File: config.mk
export PLATFORM = sky130hd
export DESIGN_NAME = sdram_bus_arbiter
export DESIGN_NICKNAME = d
export VERILOG_FILES = /design/src/rtl/sdram_bus_arbiter_pkg.sv /design/src/rtl/sdram_bus_watchdog.sv /design/src/rtl/sdram_bus_arbiter.sv
export SDC_FILE = /design/constraint.sdc
export NUM_CORES = 1
export LEC_CHECK = 0
export ABC_AREA = 1
export ABC_CLOCK_PERIOD_IN_PS = 2380
export CAP_MARGIN = 5
export CORE_MARGIN = 10
export CORE_UTILIZATION = 37
export CTS_CLUSTER_SIZE = 30
export DETAILED_ROUTE_END_ITERATION = 6
export PLACE_DENSITY = 0.95
export SLEW_MARGIN = 20
export SYNTH_ARGS = -nofsm -noshare
export SYNTH_HDL_FRONTEND = slang
export SYNTH_SLANG_ARGS = --single-unit
File: constraint.sdc
create_clock -name iCLK -period 2.38 [get_ports iCLK]
set_input_delay 0.476 -clock iCLK [delete_from_list [all_inputs] [get_ports iCLK]]
set_output_delay 0.476 -clock iCLK [all_outputs]
set_load 0.005 [all_outputs]
File: src/rtl/sdram_bus_arbiter_pkg.sv
// rtl/sdram_bus_arbiter_pkg.sv - shared constants for the SDRAM bus arbiter
// Purpose: FSM state encoding, master index constants and default bus widths
//          used by sdram_bus_arbiter and its testbench.
package sdram_bus_arbiter_pkg;

  localparam int ADDR_W_DEF = 24;
  localparam int DATA_W_DEF = 16;

  typedef enum logic [1:0] {
    ST_IDLE = 2'd0,
    ST_GNT0 = 2'd1,
    ST_GNT1 = 2'd2,
    ST_TURN = 2'd3
  } state_t;

  localparam logic M0 = 1'b0;
  localparam logic M1 = 1'b1;

  // Grant state that serves master m.
  function automatic state_t gnt_state(input logic m);
    return (m == M1) ? ST_GNT1 : ST_GNT0;
  endfunction

endpackage

File: src/rtl/sdram_bus_watchdog.sv
// rtl/sdram_bus_watchdog.sv - loadable cycle counter with terminal-count flag
// Purpose: counts enabled cycles and flags the cycle in which the TIMEOUT-th
//          enabled cycle is reached.
// Ports:
//   clk, rst_n : clock, async active-low reset
//   clr        : synchronous clear to zero (highest priority)
//   load       : synchronous load of load_val
//   load_val   : preset value
//   en         : count enable
//   tc         : high while enabled and the count sits at TIMEOUT-1
module sdram_bus_watchdog #(
  parameter int TIMEOUT = 1023
) (
  input  logic        clk,
  input  logic        rst_n,
  input  logic        clr,
  input  logic        load,
  input  logic [15:0] load_val,
  input  logic        en,
  output logic        tc
);

  localparam logic [15:0] TC_VAL = 16'(TIMEOUT - 1);

  logic [15:0] cnt_q, cnt_d;

  // Count parks at the terminal value so tc stays asserted until cleared.
  always_comb begin
    cnt_d = cnt_q;
    if (clr) begin
      cnt_d = '0;
    end else if (load) begin
      cnt_d = load_val;
    end else if (en && (cnt_q != TC_VAL)) begin
      cnt_d = cnt_q + 16'd1;
    end
  end

  always_ff @(posedge clk or negedge rst_n) begin
    if (!rst_n) begin
      cnt_q <= '0;
    end else begin
      cnt_q <= cnt_d;
    end
  end

  assign tc = en && (cnt_q == TC_VAL);

endmodule

File: src/rtl/sdram_bus_arbiter.sv
// rtl/sdram_bus_arbiter.sv - two-master arbiter for the shared SDRAM slave bus
// Purpose: registered round-robin grant with a per-master burst cap, ack
//          routed to the granted master only, per-transfer watchdog with a
//          sticky timeout flag.
// Ports:
//   iCLK, iRST          : clock, async active-low reset
//   iM0_* / iM1_*       : master requests (addr, read, write, byte enables, data)
//   oM0_ACK / oM1_ACK   : ack to the granted master
//   oM_RData            : slave read data broadcast to both masters
//   oAddr..oData, iACK, iRData : slave side of the bus
//   oGrant              : one-hot current grant, 00 = none
//   oTimeout            : sticky watchdog error
module sdram_bus_arbiter
  import sdram_bus_arbiter_pkg::*;
#(
  parameter int ADDR_W    = ADDR_W_DEF,
  parameter int DATA_W    = DATA_W_DEF,
  parameter int MAX_BURST = 4,
  parameter int TIMEOUT   = 1023
) (
  input  logic              iCLK,
  input  logic              iRST,
  input  logic [ADDR_W-1:0] iM0_Addr,
  input  logic              iM0_Read,
  input  logic              iM0_Write,
  input  logic [1:0]        iM0_BE,
  input  logic [DATA_W-1:0] iM0_Data,
  output logic              oM0_ACK,
  input  logic [ADDR_W-1:0] iM1_Addr,
  input  logic              iM1_Read,
  input  logic              iM1_Write,
  input  logic [1:0]        iM1_BE,
  input  logic [DATA_W-1:0] iM1_Data,
  output logic              oM1_ACK,
  output logic [DATA_W-1:0] oM_RData,
  output logic [ADDR_W-1:0] oAddr,
  output logic              oRead,
  output logic              oWrite,
  output logic [1:0]        oBE,
  output logic [DATA_W-1:0] oData,
  input  logic              iACK,
  input  logic [DATA_W-1:0] iRData,
  output logic [1:0]        oGrant,
  output logic              oTimeout
);

  localparam logic [3:0] BURST_CAP = 4'(MAX_BURST);

  state_t     state_q, state_d;
  logic       last_q, last_d;
  logic [3:0] burst_q, burst_d;
  logic       timeout_q, timeout_d;
  logic [1:0] grant_q, grant_d;

  logic req0, req1, in_gnt, gnt_m, cur_req, wd_tc, tie_pick;

  assign req0    = iM0_Read | iM0_Write;
  assign req1    = iM1_Read | iM1_Write;
  assign in_gnt  = (state_q == ST_GNT0) || (state_q == ST_GNT1);
  assign gnt_m   = (state_q == ST_GNT1);
  assign cur_req = gnt_m ? req1 : req0;

  // Cleared whenever no grant is active, so every grant starts from zero.
  sdram_bus_watchdog #(
    .TIMEOUT (TIMEOUT)
  ) u_watchdog (
    .clk      (iCLK),
    .rst_n    (iRST),
    .clr      (~in_gnt),
    .load     (1'b0),
    .load_val (16'd0),
    .en       (in_gnt),
    .tc       (wd_tc)
  );

  always_comb begin
    // Round-robin favours the master not served last; a master that hit the
    // burst cap is always the last-served one, so the forced switch goes to
    // the other master.
    tie_pick = ~last_q;
    if (burst_q >= BURST_CAP) begin
      tie_pick = (last_q == M1) ? M0 : M1;
    end
  end

  always_comb begin
    state_d   = state_q;
    last_d    = last_q;
    burst_d   = burst_q;
    timeout_d = timeout_q;
    case (state_q)
      ST_IDLE: begin
        if (req0 && req1) begin
          state_d = gnt_state(tie_pick);
        end else if (req0) begin
          state_d = ST_GNT0;
        end else if (req1) begin
          state_d = ST_GNT1;
        end
      end
      ST_GNT0, ST_GNT1: begin
        // Ack has priority over both withdraw and watchdog expiry.
        if (iACK) begin
          state_d = ST_TURN;
          last_d  = gnt_m;
          if (gnt_m == last_q) begin
            burst_d = (burst_q >= BURST_CAP) ? BURST_CAP : burst_q + 4'd1;
          end else begin
            burst_d = 4'd1;
          end
        end else if (!cur_req) begin
          state_d = ST_TURN;
        end else if (wd_tc) begin
          state_d   = ST_TURN;
          timeout_d = 1'b1;
          last_d    = gnt_m;
        end
      end
      default: state_d = ST_IDLE;
    endcase
    grant_d = {state_d == ST_GNT1, state_d == ST_GNT0};
  end

  always_ff @(posedge iCLK or negedge iRST) begin
    if (!iRST) begin
      state_q   <= ST_IDLE;
      last_q    <= M1;
      burst_q   <= 4'd0;
      timeout_q <= 1'b0;
      grant_q   <= 2'b00;
    end else begin
      state_q   <= state_d;
      last_q    <= last_d;
      burst_q   <= burst_d;
      timeout_q <= timeout_d;
      grant_q   <= grant_d;
    end
  end

  // Bus mux follows the registered state, so an async reset drops every
  // strobe without waiting for a clock.
  always_comb begin
    oAddr   = '0;
    oRead   = 1'b0;
    oWrite  = 1'b0;
    oBE     = 2'b00;
    oData   = '0;
    oM0_ACK = 1'b0;
    oM1_ACK = 1'b0;
    if (state_q == ST_GNT0) begin
      oAddr   = iM0_Addr;
      oWrite  = iM0_Write;
      oRead   = iM0_Read & ~iM0_Write;
      oBE     = iM0_BE;
      oData   = iM0_Data;
      oM0_ACK = iACK;
    end else if (state_q == ST_GNT1) begin
      oAddr   = iM1_Addr;
      oWrite  = iM1_Write;
      oRead   = iM1_Read & ~iM1_Write;
      oBE     = iM1_BE;
      oData   = iM1_Data;
      oM1_ACK = iACK;
    end
  end

  assign oM_RData = iRData;
  assign oGrant   = grant_q;
  assign oTimeout = timeout_q;

endmodule
### Yosys cells after proc, flatten, opt, wreduce, memory -nomap -nowiden

Cells that the tools add are included.

| word-level totals | value |
|---|---|
| register bits | 26 |
| input port bits | 107 |
| output and inout port bits | 65 |
| logic and storage cells | 67 |

| operators by class | value |
|---|---|
| add/subtract/negate cells | 2 |
| order comparisons | 1 |
| equal/unequal tests | 8 |
| muxes and demuxes | 31 |
| bitwise logic cells | 8 |
| reduce and logical (&&, ||, !) cells | 11 |

Operators by type and width:

| kind | number |
|---|---|
| 16-bit two-way mux | 4 |
| 24-bit two-way mux | 2 |
| 2-bit two-way mux | 9 |
| 16-bit by 1-bit adder with 16-bit output, second input constant | 1 |
| 16-bit by 10-bit equality test with 1-bit output, second input constant | 1 |
| 16-bit by 10-bit != test with 1-bit output, second input constant | 1 |
| 1-bit two-way mux | 13 |
| 4-bit two-way mux | 2 |
| 4-bit by 1-bit adder with 4-bit output, second input constant | 1 |
| 2-bit by 1-bit equality test with 1-bit output, second input constant | 2 |
| 2-bit equality test, second input constant | 2 |
| 4-bit by 3-bit >= comparator with 1-bit output, second input constant | 1 |
| 1-bit inverter | 4 |
| 2-bit one-hot mux with 2 select lines | 1 |
| 4-bit AND reduction | 1 |
| 2-bit nonzero test | 2 |
| 1-bit logical AND | 3 |
| 3-bit AND reduction | 1 |
| 1-bit AND | 2 |
| 2-bit zero test | 1 |
| 2-bit != test, second input constant | 1 |
| 1-bit bitwise OR | 2 |
| 2-bit AND reduction | 1 |
| 2-bit OR reduction | 1 |
| 2 further kinds | 2 |

### Logic depth before layout (Yosys ltp)

Gate-level depths: netlist of run 1.

| logic depth | value |
|---|---|
| depth after elaboration | 8 |
| gate-level depth with buffers | 10 |
| depth with buffers taken out | 10 |

### By module

From an unflattened synthesis of run 1, not the netlist that was laid out.

| second synthesis, totals | value |
|---|---|
| cells, all modules | 422 |
| area, all modules | 2437.3 µm² |

Modules (own cells, without submodules):

| module | times used | cells an instance | area each (µm²) | sequential area each (µm²) |
|---|---|---|---|---|
| sdram_bus_watchdog | 1 | 200 | 1262.5 | 400.4 |
| sdram_bus_arbiter | 1 | 222 | 1174.9 | 151.4 |

### Least setup slack after synthesis of run 1

No wires, ideal clock.

| timing path | value |
|---|---|
| path kind | register -> output |
| start point | reg state_q[1] |
| end point | out oAddr[0] |
| arrival | 1.221 ns |
| required time | 1.904 ns |
| path slack | 0.683 ns |
| stages on the path, launching flop included | 8 |
| path buffers | 2 |
| cells stage by stage | dfrtp_1 > inv_1 > ha_1 > buf_2 > clkinv_1 > buf_2 > nand3_1 > nand2_1 |

| on the way | value |
|---|---|
| cells in the longest elaborated chain, start to end | 3 |
| elaborated cells between the ends (all ways) | 4 |
| classes of those cells | 2 x eq/ne; 2 x mux |

RTL lines:

| item | line | RTL |
|---|---|---|
| from (decl) | sdram_bus_arbiter.sv:49 | `state_t state_q, state_d;` |
| from (signal assigned) | sdram_bus_arbiter.sv:132 | `state_q <= state_d;` |
| 2-bit equality test | sdram_bus_arbiter.sv:157 | `end else if (state_q == ST_GNT1) begin` |
| 24-bit two-way mux | sdram_bus_arbiter.sv:157 |  |
| 24-bit two-way mux * | sdram_bus_arbiter.sv:150 | `if (state_q == ST_GNT0) begin` |
| to (decl) | sdram_bus_arbiter.sv:36 | `output logic [ADDR_W-1:0] oAddr,` |

Mark *: on every way between the ends. The rest lies on a longest branch, timed or not.

### Worst setup path after layout of run 1

| timing path | value |
|---|---|
| start point | reg state_q[0] |
| end point | out oAddr[8] |

| on the way | value |
|---|---|
| cells in the longest elaborated chain, start to end | 3 |
| elaborated cells between the ends (all ways) | 4 |
| classes of those cells | 2 x eq/ne; 2 x mux |

RTL lines:

| item | line | RTL |
|---|---|---|
| 2-bit equality test | n/a |  |
| net gnt_m | sdram_bus_arbiter.sv:55 | `logic req0, req1, in_gnt, gnt_m, cur_req, wd_tc, tie_pick;` |
| 24-bit two-way mux | sdram_bus_arbiter.sv:157 |  |
| 24-bit two-way mux | sdram_bus_arbiter.sv:150 |  |

The timed path passes the listed nets, and every way through them passes these cells.

==> flow_summary.yaml, run 1 <==
layout:
  layout-area-overhead-vs-synth_pct: 75.7
  layout_common_cells: "128 x nand2_1, 110 x clkdlybuf4s50_1, 60 x nand3_1, 28 x dlymetal6s2s_1, 27 x nor2_1"
  multi_input_area_um2: 1360
  final_common_cell: "nand2_1"
  register_area_um2: 553
  fillers: 407
  diodes: 0
  fin_area_um2: 3860
  nets: 592
  layout-drive-gt1-share_pct: 11.5
status:
  status: "complete, no violations"
setup_path:
  crit_family: "buffers and inverters"
  critical_path_peak_fanout: 16
  worstSetupStartpoint: "state_q[0]$_DFF_PN0_"
  crit_buf_inv: 3
  crit_type: "reg2out"
  crit_required_ns: 1.90
  path_cells: "inv_2 -> ha_4 -> clkbuf_16 -> nand3_1 -> nand2_1 -> clkdlybuf4s50_1"
  slowest_stage: "clkdlybuf4s50_1"
  r2r-start: "state_q[1]$_DFF_PN0_"
  slowest_delay_ns: 0.52
  cp-start-kind: "flop"
  end_kind: "output port"
  cp.arrival_ns: 1.86
drt:
  via_per_inst: 5.08
  dr.pass1.iters: 4
  vias: 2795
  wl_per_cell_um: 19.3
  ant_nets: 0
  totalWireLength_um: 10600
  drtIter0Drc: 136
  route.detailed.drc: 0
grt:
  grt_max_degree: 34
  overflow: 0
  grt_pass1_vias: 2589
  antenna_found_initial: 0
  grt_pass1_wl_um: 14900
  grt_use_total_pct: 19.3
placed_design:
  place_hpwl_um: 7990
  numPortBuffers: 139
  dpl_cell_area_um2: 3590
  gp_congestion: 0.939
clock_tree:
  path_clk_slew_ns: 0.07
  cts_tree: "built"
  clkLatencyLatePin_ns: 0.27
  cts_buffer_depth: 2
  numClockSinks: 22
  cts-root-buf: "clkbuf_8"
  htree_levels: 1
  cts_made_buffers: 3
logic_synthesis:
  ys_types: 35
  synthCells: 352
  ys_ff_latch: 22
  syn-cell-area_um2: 2200
  syn_nets: 465
  synth_seq_area_share_pct: 25.1
  synth_edf_count: 0
  ys_warn_count: 0
  syn_avg_cell_area_um2: 6.24
  synth-async-reset-ratio_pct: 100
  synth_ff_type: "dfrtp_1"
sta:
  fin_tns_setup_ns: 0
  min_period_ns: 2.34
  fin_crit_sh_pct: 98.1
  drv_slew: 0
  max_freq_mhz: 428
  slew_headroom_pct: 67.5
  finClkSkew_ns: 0.00395
  worst_pin_slew_ns: 0.486
  setup_violations: 0
  hold_viol: 0
floorplanning:
  rows: 27
  start_util_pct: 38.9
  die-area_um2: 9420
  die_h_um: 97.0
  ios: 172
  core_area_um2: 5640
  die_w_um: 97.0
flow_run:
  cap_violations: 0
min_path:
  hp-start: "last_q$_DFFE_PN1P_"
  hold_path.class: "reg2reg"
power:
  p_leak_nw: 2.20
  pwr_density_cell_nw_per_um2: 876
  power.total_mw: 3.38
  ir_worst_vdd_mv: 0.637
per-layer routing:
| layer | share of wire [%] | vias up | track usage, % |
|---|---|---|---|
| met1 | 37 | 1274 | 20.9 |
| met3 | 8.4 | 21 | 6.10 |
| li1 | - | 1349 | - |
| met5 | 0 | - | 0 |
| met2 | 52 | 151 | 34.6 |
| met4 | 2.4 | 0 | 5.98 |
power breakdown:
group / leakage (nW) / switching (mW) / internal [mW]
combinational: 1.88 / 1.31 / 1.31
sequential: 0.293 / 0.0506 / 0.441
clock: 0.0288 / 0.120 / 0.148
worst register-to-register path: stages, from the launching register on:
cell	delay (ns)
dfrtp_1	0.40
buf_4	0.16
ha_4	0.19
clkbuf_16	0.18
buf_4	0.14
nand3_1	0.12
nand4_1	0.15
nand2_1	0.13
nand3_2	0.08
nand2_1	0.09
nor2_1	0.05
repair_timing:
action                     4_1_cts  5_1_grt
setup endpoints to repair       45       41
gates resized for setup          9       36
cloned                           1        2
hold buffers                     0        0
setup buffers                    1        2
area by class of cell:
cell class / count / share of cell area [%]
tap: 72 / 2.34
multi-input combinational: 269 / 35.3
clock buffer: 4 / 1.43
timing repair buffer: 154 / 43.5
inverter: 29 / 3.11
sequential: 22 / 14.3
through the flow:
| stage | hold WS [ns] | std cells | util [%] | worst slack, ns |
|---|---|---|---|---|
| floorplan | 0.180 | 352 | - | 0.683 |
| global placement | 0.452 | 540 | 63.6 | 0.0710 |
| detailed placement | 0.464 | 540 | 63.6 | 0.110 |
| CTS | 0.475 | 546 | 65.8 | 0.0175 |
| global route | 0.492 | 550 | 68.4 | -0.0193 |
| finish | 0.471 | 550 | 68.4 | 0.0441 |
cells in the mapped netlist, types with 2 or more instances:
| cell type | count | area, um2 |
|---|---|---|
| buf_2 | 11 | 55.1 |
| inv_2 | 6 | 22.5 |
| clkbuf_1 | 4 | 15.0 |
| nand2_2 | 6 | 37.5 |
| ha_1 | 6 | 75.1 |
| nor2_4 | 5 | 56.3 |
| dfrtp_1 | 21 | 526 |
| xor2_1 | 6 | 52.6 |
| inv_1 | 20 | 75.1 |
| nor2_1 | 27 | 101 |
| buf_4 | 16 | 120 |
| o21ai_1 | 2 | 10.0 |
| nand3_1 | 60 | 300 |
| nand4_1 | 2 | 12.5 |
| xnor2_1 | 2 | 17.5 |
| nand2_1 | 129 | 484 |
| a21oi_1 | 6 | 30.0 |
| nor2_2 | 2 | 12.5 |
| o21ai_0 | 4 | 20.0 |
| nand3_2 | 2 | 20.0 |
registers in the layout (all words and copies together), names as in the netlist:
| register | cells |
|---|---|
| oGrant | 2 |
| state_q | 2 |
| u_watchdog.cnt_q | 16 |
| oTimeout | 1 |
| last_q | 1 |
kinds of logic (layout without fill, tap and decap cells):
group                      Yosys count  in the layout  share of synthesized area, %
DFF                                 22             22                          25.1
adders and majority gates            6              6                          3.42
xor gates and xnor gates             8              8                          3.19
and+or+nand+nor                    240            240                          50.4
AOI/OAI and AO/OA                   15             15                          3.82
buffers and inverters               61            187                          14.1
worst paths after layout:
check,slack [ns],end,cells past startpoint
min in group asynchronous,0.53,u_watchdog.cnt_q[9]$_DFFE_PN0P_,1
setup / recovery,0.04,oAddr[8],6
max in group asynchronous,1.28,state_q[0]$_DFF_PN0_,2
hold reg to reg,0.47,last_q$_DFFE_PN1P_,2
hold / removal,0.47,last_q$_DFFE_PN1P_,2
setup reg to reg,0.58,oGrant[0]$_DFF_PN0_,10
Power figures use the tool's default switching activity.
==> inputs of run 2 (changes only) <==
--- a/config.mk
+++ b/config.mk
@@ -10,6 +10,7 @@
 export CAP_MARGIN = 5
 export CORE_MARGIN = 10
 export CORE_UTILIZATION = 37
+export CTS_CLUSTER_DIAMETER = 200
 export CTS_CLUSTER_SIZE = 30
 export DETAILED_ROUTE_END_ITERATION = 6
 export PLACE_DENSITY = 0.95
==> results of run 2 <==
The final DEF is identical to that of run 1; final timing and power are the same.
